### src/rtl/routing_pkg.sv
`default_nettype none
// ============================================================================
//  Module      : routing_pkg
//  Description : Shared types and constants for the ping-pong buffer
//                controllers (write side and read side).
//                  pp_state_t  - fill/stall state of a ping-pong controller
//                  bank_id_t   - identifies bank 0 or bank 1
//                  FRAME_WORDS - words in one 28x28 frame
//  Revision    : 1.0  initial release
// ============================================================================
package routing_pkg;

    typedef enum logic [0:0] {
        FILL  = 1'b0,
        STALL = 1'b1
    } pp_state_t;

    typedef logic bank_id_t;

    localparam int FRAME_WORDS = 784;

endpackage : routing_pkg
`default_nettype wire

### src/rtl/bank_addr_counter.sv
`default_nettype none
// ============================================================================
//  Module      : bank_addr_counter
//  Description : Modulo-DEPTH address counter with enable and synchronous
//                clear. o_wrap flags the enabled cycle on which the count
//                sits at DEPTH-1 and is about to return to 0. Shared by the
//                write-side and read-side ping-pong controllers.
//  Ports       : clk      - system clock
//                reset_n  - asynchronous active-low reset
//                i_clr    - synchronous clear to 0 (overrides i_en)
//                i_en     - advance the count this cycle
//                o_count  - current count, 0..DEPTH-1
//                o_wrap   - i_en while o_count == DEPTH-1
//  Revision    : 1.0  initial release
// ============================================================================
module bank_addr_counter #(
    parameter int DEPTH  = 784,
    parameter int ADDR_W = $clog2(DEPTH)
) (
    input  logic              clk,
    input  logic              reset_n,
    input  logic              i_clr,
    input  logic              i_en,
    output logic [ADDR_W-1:0] o_count,
    output logic              o_wrap
);

    localparam logic [ADDR_W-1:0] c_last = ADDR_W'(DEPTH - 1);

    logic [ADDR_W-1:0] r_count;

    // Wrap is gated by i_clr so a flushed cycle never reports completion.
    assign o_wrap  = i_en & ~i_clr & (r_count == c_last);
    assign o_count = r_count;

    always_ff @(posedge clk or negedge reset_n) begin
        if (!reset_n) begin
            r_count <= '0;
        end else if (i_clr) begin
            r_count <= '0;
        end else if (i_en) begin
            if (r_count == c_last) begin
                r_count <= '0;
            end else begin
                r_count <= r_count + 1'b1;
            end
        end
    end

endmodule : bank_addr_counter
`default_nettype wire

### src/rtl/pingpong_bank_ctrl.sv
`default_nettype none
// ============================================================================
//  Module      : pingpong_bank_ctrl
//  Description : Steers a producer word stream into two alternating buffer
//                banks. Writes are combinational (zero latency); the bank
//                select, fill counter, full flags and frame_done pulse are
//                registered. When both banks hold unconsumed frames the
//                producer is stalled until the consumer releases the bank
//                that is next in line for filling.
//  Ports       : clk, reset_n        - clock, async active-low reset
//                clear               - synchronous flush of all fill state
//                in_data/in_valid    - producer stream
//                in_ready            - controller accepts a word this cycle
//                wr_sel              - bank being filled (demux select)
//                wr_data/wr_addr     - write data / address to the banks
//                wr_en_0/wr_en_1     - per-bank write strobes
//                bank_full           - bit i: bank i holds a complete frame
//                bank_release        - bit i pulse: consumer done with bank i
//                frame_done          - one-cycle pulse after a bank completes
//  Revision    : 1.0  initial release
// ============================================================================
module pingpong_bank_ctrl
    import routing_pkg::*;
#(
    parameter int WORD_SIZE = 16,
    parameter int DEPTH     = FRAME_WORDS,
    parameter int ADDR_W    = $clog2(DEPTH)
) (
    input  logic                 clk,
    input  logic                 reset_n,
    input  logic                 clear,
    input  logic [WORD_SIZE-1:0] in_data,
    input  logic                 in_valid,
    output logic                 in_ready,
    output logic                 wr_sel,
    output logic [WORD_SIZE-1:0] wr_data,
    output logic                 wr_en_0,
    output logic                 wr_en_1,
    output logic [ADDR_W-1:0]    wr_addr,
    output logic [1:0]           bank_full,
    input  logic [1:0]           bank_release,
    output logic                 frame_done
);

    pp_state_t   r_state;
    bank_id_t    r_wr_sel;
    logic [1:0]  r_bank_full;
    logic        r_frame_done;

    logic        w_accept;
    logic        w_wrap;
    bank_id_t    w_other;
    logic [1:0]  w_full_next;

    // clear suppresses the write strobe outright so a flushed word never
    // lands in a bank.
    assign w_accept = in_valid & (r_state == FILL) & ~clear;
    assign w_other  = ~r_wr_sel;

    bank_addr_counter #(
        .DEPTH  (DEPTH),
        .ADDR_W (ADDR_W)
    ) u_wr_cnt (
        .clk     (clk),
        .reset_n (reset_n),
        .i_clr   (clear),
        .i_en    (w_accept),
        .o_count (wr_addr),
        .o_wrap  (w_wrap)
    );

    // Releases only clear bits that are already set. The completing bank is
    // set after the release mask, so a release of that bank in its own
    // completion cycle has no effect.
    always_comb begin
        w_full_next = r_bank_full & ~bank_release;
        if (w_wrap) begin
            w_full_next[r_wr_sel] = 1'b1;
        end
    end

    always_ff @(posedge clk or negedge reset_n) begin
        if (!reset_n) begin
            r_state      <= FILL;
            r_wr_sel     <= 1'b0;
            r_bank_full  <= 2'b00;
            r_frame_done <= 1'b0;
        end else if (clear) begin
            r_state      <= FILL;
            r_wr_sel     <= 1'b0;
            r_bank_full  <= 2'b00;
            r_frame_done <= 1'b0;
        end else begin
            r_bank_full  <= w_full_next;
            r_frame_done <= w_wrap;
            case (r_state)
                FILL: begin
                    if (w_wrap) begin
                        r_wr_sel <= w_other;
                        r_state  <= w_full_next[w_other] ? STALL : FILL;
                    end
                end
                STALL: begin
                    // Resume as soon as the bank waiting to be refilled is freed.
                    if (!w_full_next[r_wr_sel]) begin
                        r_state <= FILL;
                    end
                end
                default: r_state <= FILL;
            endcase
        end
    end

    assign in_ready   = (r_state == FILL);
    assign wr_sel     = r_wr_sel;
    assign wr_data    = in_data;
    assign wr_en_0    = w_accept & ~r_wr_sel;
    assign wr_en_1    = w_accept &  r_wr_sel;
    assign bank_full  = r_bank_full;
    assign frame_done = r_frame_done;

endmodule : pingpong_bank_ctrl
`default_nettype wire

### config.mk
export PLATFORM = sky130hd
export DESIGN_NAME = pingpong_bank_ctrl
export DESIGN_NICKNAME = d
export VERILOG_FILES = /design/src/rtl/routing_pkg.sv /design/src/rtl/bank_addr_counter.sv /design/src/rtl/pingpong_bank_ctrl.sv
export SDC_FILE = /design/constraint.sdc
export NUM_CORES = 1
export LEC_CHECK = 0
export CORE_MARGIN = 4
export CORE_UTILIZATION = 37
export DETAILED_ROUTE_END_ITERATION = 10
export GPL_TIMING_DRIVEN = 0
export HOLD_SLACK_MARGIN = 0.08
export MAX_ROUTING_LAYER = met4
export PLACE_DENSITY_LB_ADDON = 0.25
export SLEW_MARGIN = 15
export SYNTH_ARGS = -nofsm -noshare
export SYNTH_HDL_FRONTEND = slang
export SYNTH_SLANG_ARGS = --single-unit
### constraint.sdc
create_clock -name clk -period 2.3 [get_ports clk]
set_input_delay 0.23 -clock clk [delete_from_list [all_inputs] [get_ports clk]]
set_output_delay 0.23 -clock clk [all_outputs]
set_load 0.01 [all_outputs]
== Yosys cells after proc, flatten, opt, wreduce, memory -nomap -nowiden ==
Cells that the tools add are included.
Widths: inputs -> output; s select.
Cells by class
  $add $sub $neg: 1
  multiply operators: 0
  divide/modulo/power cells: 0
  magnitude comparators: 3
  equal/unequal tests: 2
  shifts and indexed selects: 0
  mux-type cells: 20
  bitwise logic cells: 12
  reductions and logical operators: 4
Operators with widths (number)
  $mux 10: 3
  $mux 1: 13
  $add 10x1->10 const B: 1
  $eq 10x10->1 const B: 1
  $and 1x1->1: 6
  $lt 1x2->1 const B: 2
  $mux 2: 2
  $reduce_bool 2->1: 2
  $not 1->1: 3
  $and 2x2->2: 1
  $ne 2x2->1 const B: 1
  $not 2->2: 1
  $or 2x2->2: 1
  $pmux 1 s2: 1
  $reduce_and 2->1: 1
  $demux 1 s1: 1
  $ge 1x1->1 const B: 1
  $logic_and 1x1->1: 1
Storage, ports and cells
  bits in registers: 15
  latch bits: 0
  bits in writable memories: 0
  ROM bits: 0
  input bits: 22
  output and inout port bits: 33
  memories: 0

== Logic depth before layout (Yosys ltp) ==
  word-level depth: 12
  depth in mapped cells: 6

== Hierarchy ==
A second synthesis with hierarchy kept.
Unflattened totals
  cell total of the unflattened synthesis: 101
  area total of the unflattened synthesis: 949.7 sq um
By module, submodules not included
  bank_addr_counter: times used 1, cells an instance 59, area each 558.0 sq um, seq. area each 250.2 sq um
  pingpong_bank_ctrl: times used 1, cells an instance 42, area each 391.6 sq um, seq. area each 125.1 sq um

== Worst setup path after synthesis ==
Ideal clock, no wire load.
  kind: reg2reg
  start: reg u_wr_cnt.r_count[5] (netlist: u_wr_cnt.o_count[5])
  end: reg u_wr_cnt.r_count[0] (netlist: u_wr_cnt.o_count[0])
  setup time: 128 ps
  arrival: 1501 ps
  slack: 672 ps
  stages on the path, launching flop included: 4
  path buffers: 0
  period minus slack after synthesis: 1628 ps
  path through: dfrtp_1 > nor4b_1 > a31oi_2 > mux2_1
On the way
  cells in the longest elaborated chain, start to end: 4
Ends and longest elaborated chain
  start: declaration: RTL line bank_addr_counter.sv:30  | logic [ADDR_W-1:0] r_count;
  start signal: assignment: RTL line bank_addr_counter.sv:45  | r_count <= r_count + 1'b1;
  $eq 10x10->1: RTL line bank_addr_counter.sv:42  | if (r_count == c_last) begin
  $mux 10: RTL line bank_addr_counter.sv:42
  $mux 10: RTL line bank_addr_counter.sv:41  | end else if (i_en) begin
  $mux 10: RTL line bank_addr_counter.sv:39  | end else if (i_clr) begin
Every way passes these cells. The select of a mux whose other input is x is not followed.
A chain may end at the register's enable or synchronous reset.

== Final worst setup path ==
  start: reg r_state
  end: out wr_en_0
On the way
  cells in the longest elaborated chain, start to end: 4
Ends and longest elaborated chain
  start: declaration: RTL line pingpong_bank_ctrl.sv:45  | pp_state_t r_state;
  start signal: assignment: RTL line pingpong_bank_ctrl.sv:100  | r_state <= w_full_next[w_other] ? STALL : FILL;
  $not 1->1
  $and 1x1->1 (2 in a row): RTL line pingpong_bank_ctrl.sv:57  | assign w_accept = in_valid & (r_state == FILL) & ~clear;
  $and 1x1->1: RTL line pingpong_bank_ctrl.sv:117  | assign wr_en_0 = w_accept & ~r_wr_sel;
  end: declaration: RTL line pingpong_bank_ctrl.sv:37  | output logic wr_en_0,
Every way passes these cells.

==> results_dict.tcl <==
set metrics [dict create \
    outcome "finished, final reports clean" \
    cts_repair_resize_count 0 \
    rsz0062_at_grt "no" \
    antennaDiodeCount 0 \
    clk_latency_ps 290 \
    antenna_found_initial 0 \
    synth_nets 128 \
    synth.avg_cell_area_um2 9.00 \
    wl_per_cell_um 12.9 \
    final_common_cell "clkdlybuf4s50_1" \
    endpoint "wr_en_0" \
    vias 888 \
    arrival_ps 1890 \
    drt-initial-drc-count 20 \
    grtUsageTotal 0.148 \
    yosysSeqAreaShare 0.397 \
    synth_cell_types 33 \
    die_h_um 58.5 \
    dp_hpwl_mm 1.76 \
    r2r_cells 6 \
    multi_input_area_um2 414 \
    cp-startpoint "r_state" \
    layout_common_cells "clkdlybuf4s50_1, buf_4, dfrtp_1" \
    drt-vias-per-instance 5.05 \
    hold_viol_final 0 \
    numCtsBuffers 3 \
    ant_nets 0 \
    coreArea_mm2 0.00245 \
    setup_viol 0 \
    leakage_nw 0.594 \
    place_inst 172 \
    final_area_mm2 0.00138 \
    fillers 223 \
    postRouteWirelength_mm 2.27 \
    remaining_drc_errors 0 \
    area_delta_synth_final_pct 46.4 \
    slew_viol_final 0 \
    portBuffers 37 \
    die-area_mm2 0.00343 \
    cp-start-kind "flip-flop" \
    die_w_um 58.5 \
    regArea_um2 375 \
    io-pin-count 55 \
    row_count 18 \
    relSlewSlack 0.560 \
    reg2reg_to "u_wr_cnt.o_count[7]" \
    placed_cell_area_mm2 0.00135 \
    cts_sinks 15 \
    tns_ps 0 \
    grt_max_degree 16 \
    cts_setup_buffers 0 \
    holdWs_ps 119 \
    overflow 0 \
    cts_tree "yes" \
    critPathRequiredTime_ps 2070 \
    fmax_mhz 471 \
    clock_tree.buffer_depth 2 \
    cts_root_buffer "clkbuf_4" \
    fin_cells 176 \
    max_cap_viol_count 0 \
    skew_ps 9.47 \
    initial_core_util 0.385 \
    hold_path.class "input pin to flip-flop" \
    worst_setup_path_end_kind "output port" \
    nNetsFinal 170 \
    timing.final.crit_share 0.924 \
    power_per_cell_area_mw_per_mm2 386 \
    crit_type "flip-flop to output port" \
    cts_max_level 1 \
    grt_pass1_wl_mm 3.79 \
    syn-cell-area_um2 945 \
    first_global_vias 856 \
    rr_startpoint "u_wr_cnt.o_count[0]" \
    drive_above_1_share 0.178 \
    layout_min_cycle_time_ps 2120 \
    synth_warnings 0 \
    ir_drop_mv 0.269 \
    ys_ff_latch 15 \
    crit_fanout 6 \
    firstDrtPassIters 4 \
    synthesis.instances 105 \
    worstMarginPinSlew_ps 657 \
    clk_pin_slew_ps 110 \
    gp_congestion 0.764 \
    cts_hold_buf 0 \
    rrSetupSlack_ps 460 \
]
==> how the worst min path moves through the flow <==
stage                 start                   to  depth (start not counted)
global route          clear               wr_sel                          2
global placement      clear  u_wr_cnt.o_count[4]                          2
detailed placement    clear              r_state                          2
CTS                   clear               wr_sel                          2
floorplan           reset_n         bank_full[0]                          0
finish                clear               wr_sel                          2
==> where the power goes <==
group / switching [mW] / total [mW] / internal, mW / leakage [nW]
Sequential: 0.00447 / 0.271 / 0.267 / 0.208
Combinational: 0.0393 / 0.102 / 0.0630 / 0.372
Clock: 0.0949 / 0.161 / 0.0660 / 0.0139
==> synth_stat cells <==
cell type | n | area, µm²
buf_4 | 16 | 120
dfrtp_1 | 15 | 375
nand2_1 | 10 | 37.5
nand3_1 | 10 | 50.1
a21oi_1 | 5 | 25.0
nor2_1 | 5 | 18.8
and2_1 | 3 | 18.8
and3_1 | 3 | 18.8
inv_1 | 3 | 11.3
nand2b_1 | 3 | 18.8
nand4_1 | 3 | 18.8
and4_1 | 2 | 17.5
mux2i_1 | 2 | 20.0
nor2b_1 | 2 | 12.5
o21ai_1 | 2 | 10.0
o2bb2ai_1 | 2 | 17.5
or3_2 | 2 | 15.0
xor2_1 | 2 | 17.5
a22o_1 | 1 | 8.76
a31oi_2 | 1 | 12.5
and2b_2 | 1 | 8.76
buf_1 | 1 | 3.75
buf_2 | 1 | 5.00
buf_6 | 1 | 11.3
clkbuf_1 | 1 | 3.75
ha_1 | 1 | 12.5
mux2_1 | 1 | 11.3
nor3_1 | 1 | 5.00
nor4b_1 | 1 | 8.76
o211ai_1 | 1 | 7.51
or3_1 | 1 | 6.26
or3b_1 | 1 | 8.76
or4_1 | 1 | 7.51
==> layer usage <==
layer | global-route usage | part of all wire | vias to the layer above
li1 | - | - | 429
met1 | 0.192 | 0.43 | 414
met2 | 0.230 | 0.48 | 43
met3 | 0.0307 | 0.081 | 2
met4 | 0.0497 | 0.0062 | 0
met5 | - | 0 | -
==> registers in the layout (all words and copies together) (netlist names) <==
register / cells
wr_sel: 1
u_wr_cnt.o_count: 10
bank_full: 2
frame_done: 1
r_state: 1
==> logic make-up after synthesis <==
kind of cell,synth area share
AO/OA/AOI/OAI,0.0861
XOR/XNOR,0.0185
adder cells (fa/ha/maj),0.0132
buffers and inverters,0.164
flip-flops,0.397
multiplexers,0.0331
AND/OR/NAND/NOR,0.287
==> worst max-delay path, cell delays in order (launching register included) <==
cell and delay [ps]:
dfrtp_1 410, or3b_1 370, buf_2 170, nor2_1 110, clkdlybuf4s50_1 540
==> cell type report <==
type                       instances  area share
tap                               30      0.0271
timing repair buffer              37       0.268
sequential                        15       0.271
clock buffer                       3      0.0163
clock inverter                     1     0.00543
multi-input combinational         67       0.300
buffer                            20       0.104
inverter                           3     0.00814
==> per-stage QoR <==
step           setup slack, ps  utilization  total power [mW]
6_report                   175        0.563             0.534
5_1_grt                   81.1        0.563             0.557
4_1_cts                    170        0.563             0.538
2_1_floorplan              672            -             0.325
3_5_place_dp               227        0.551             0.379
3_3_place_gp               223        0.551             0.378
Power figures use the tool's default switching activity.
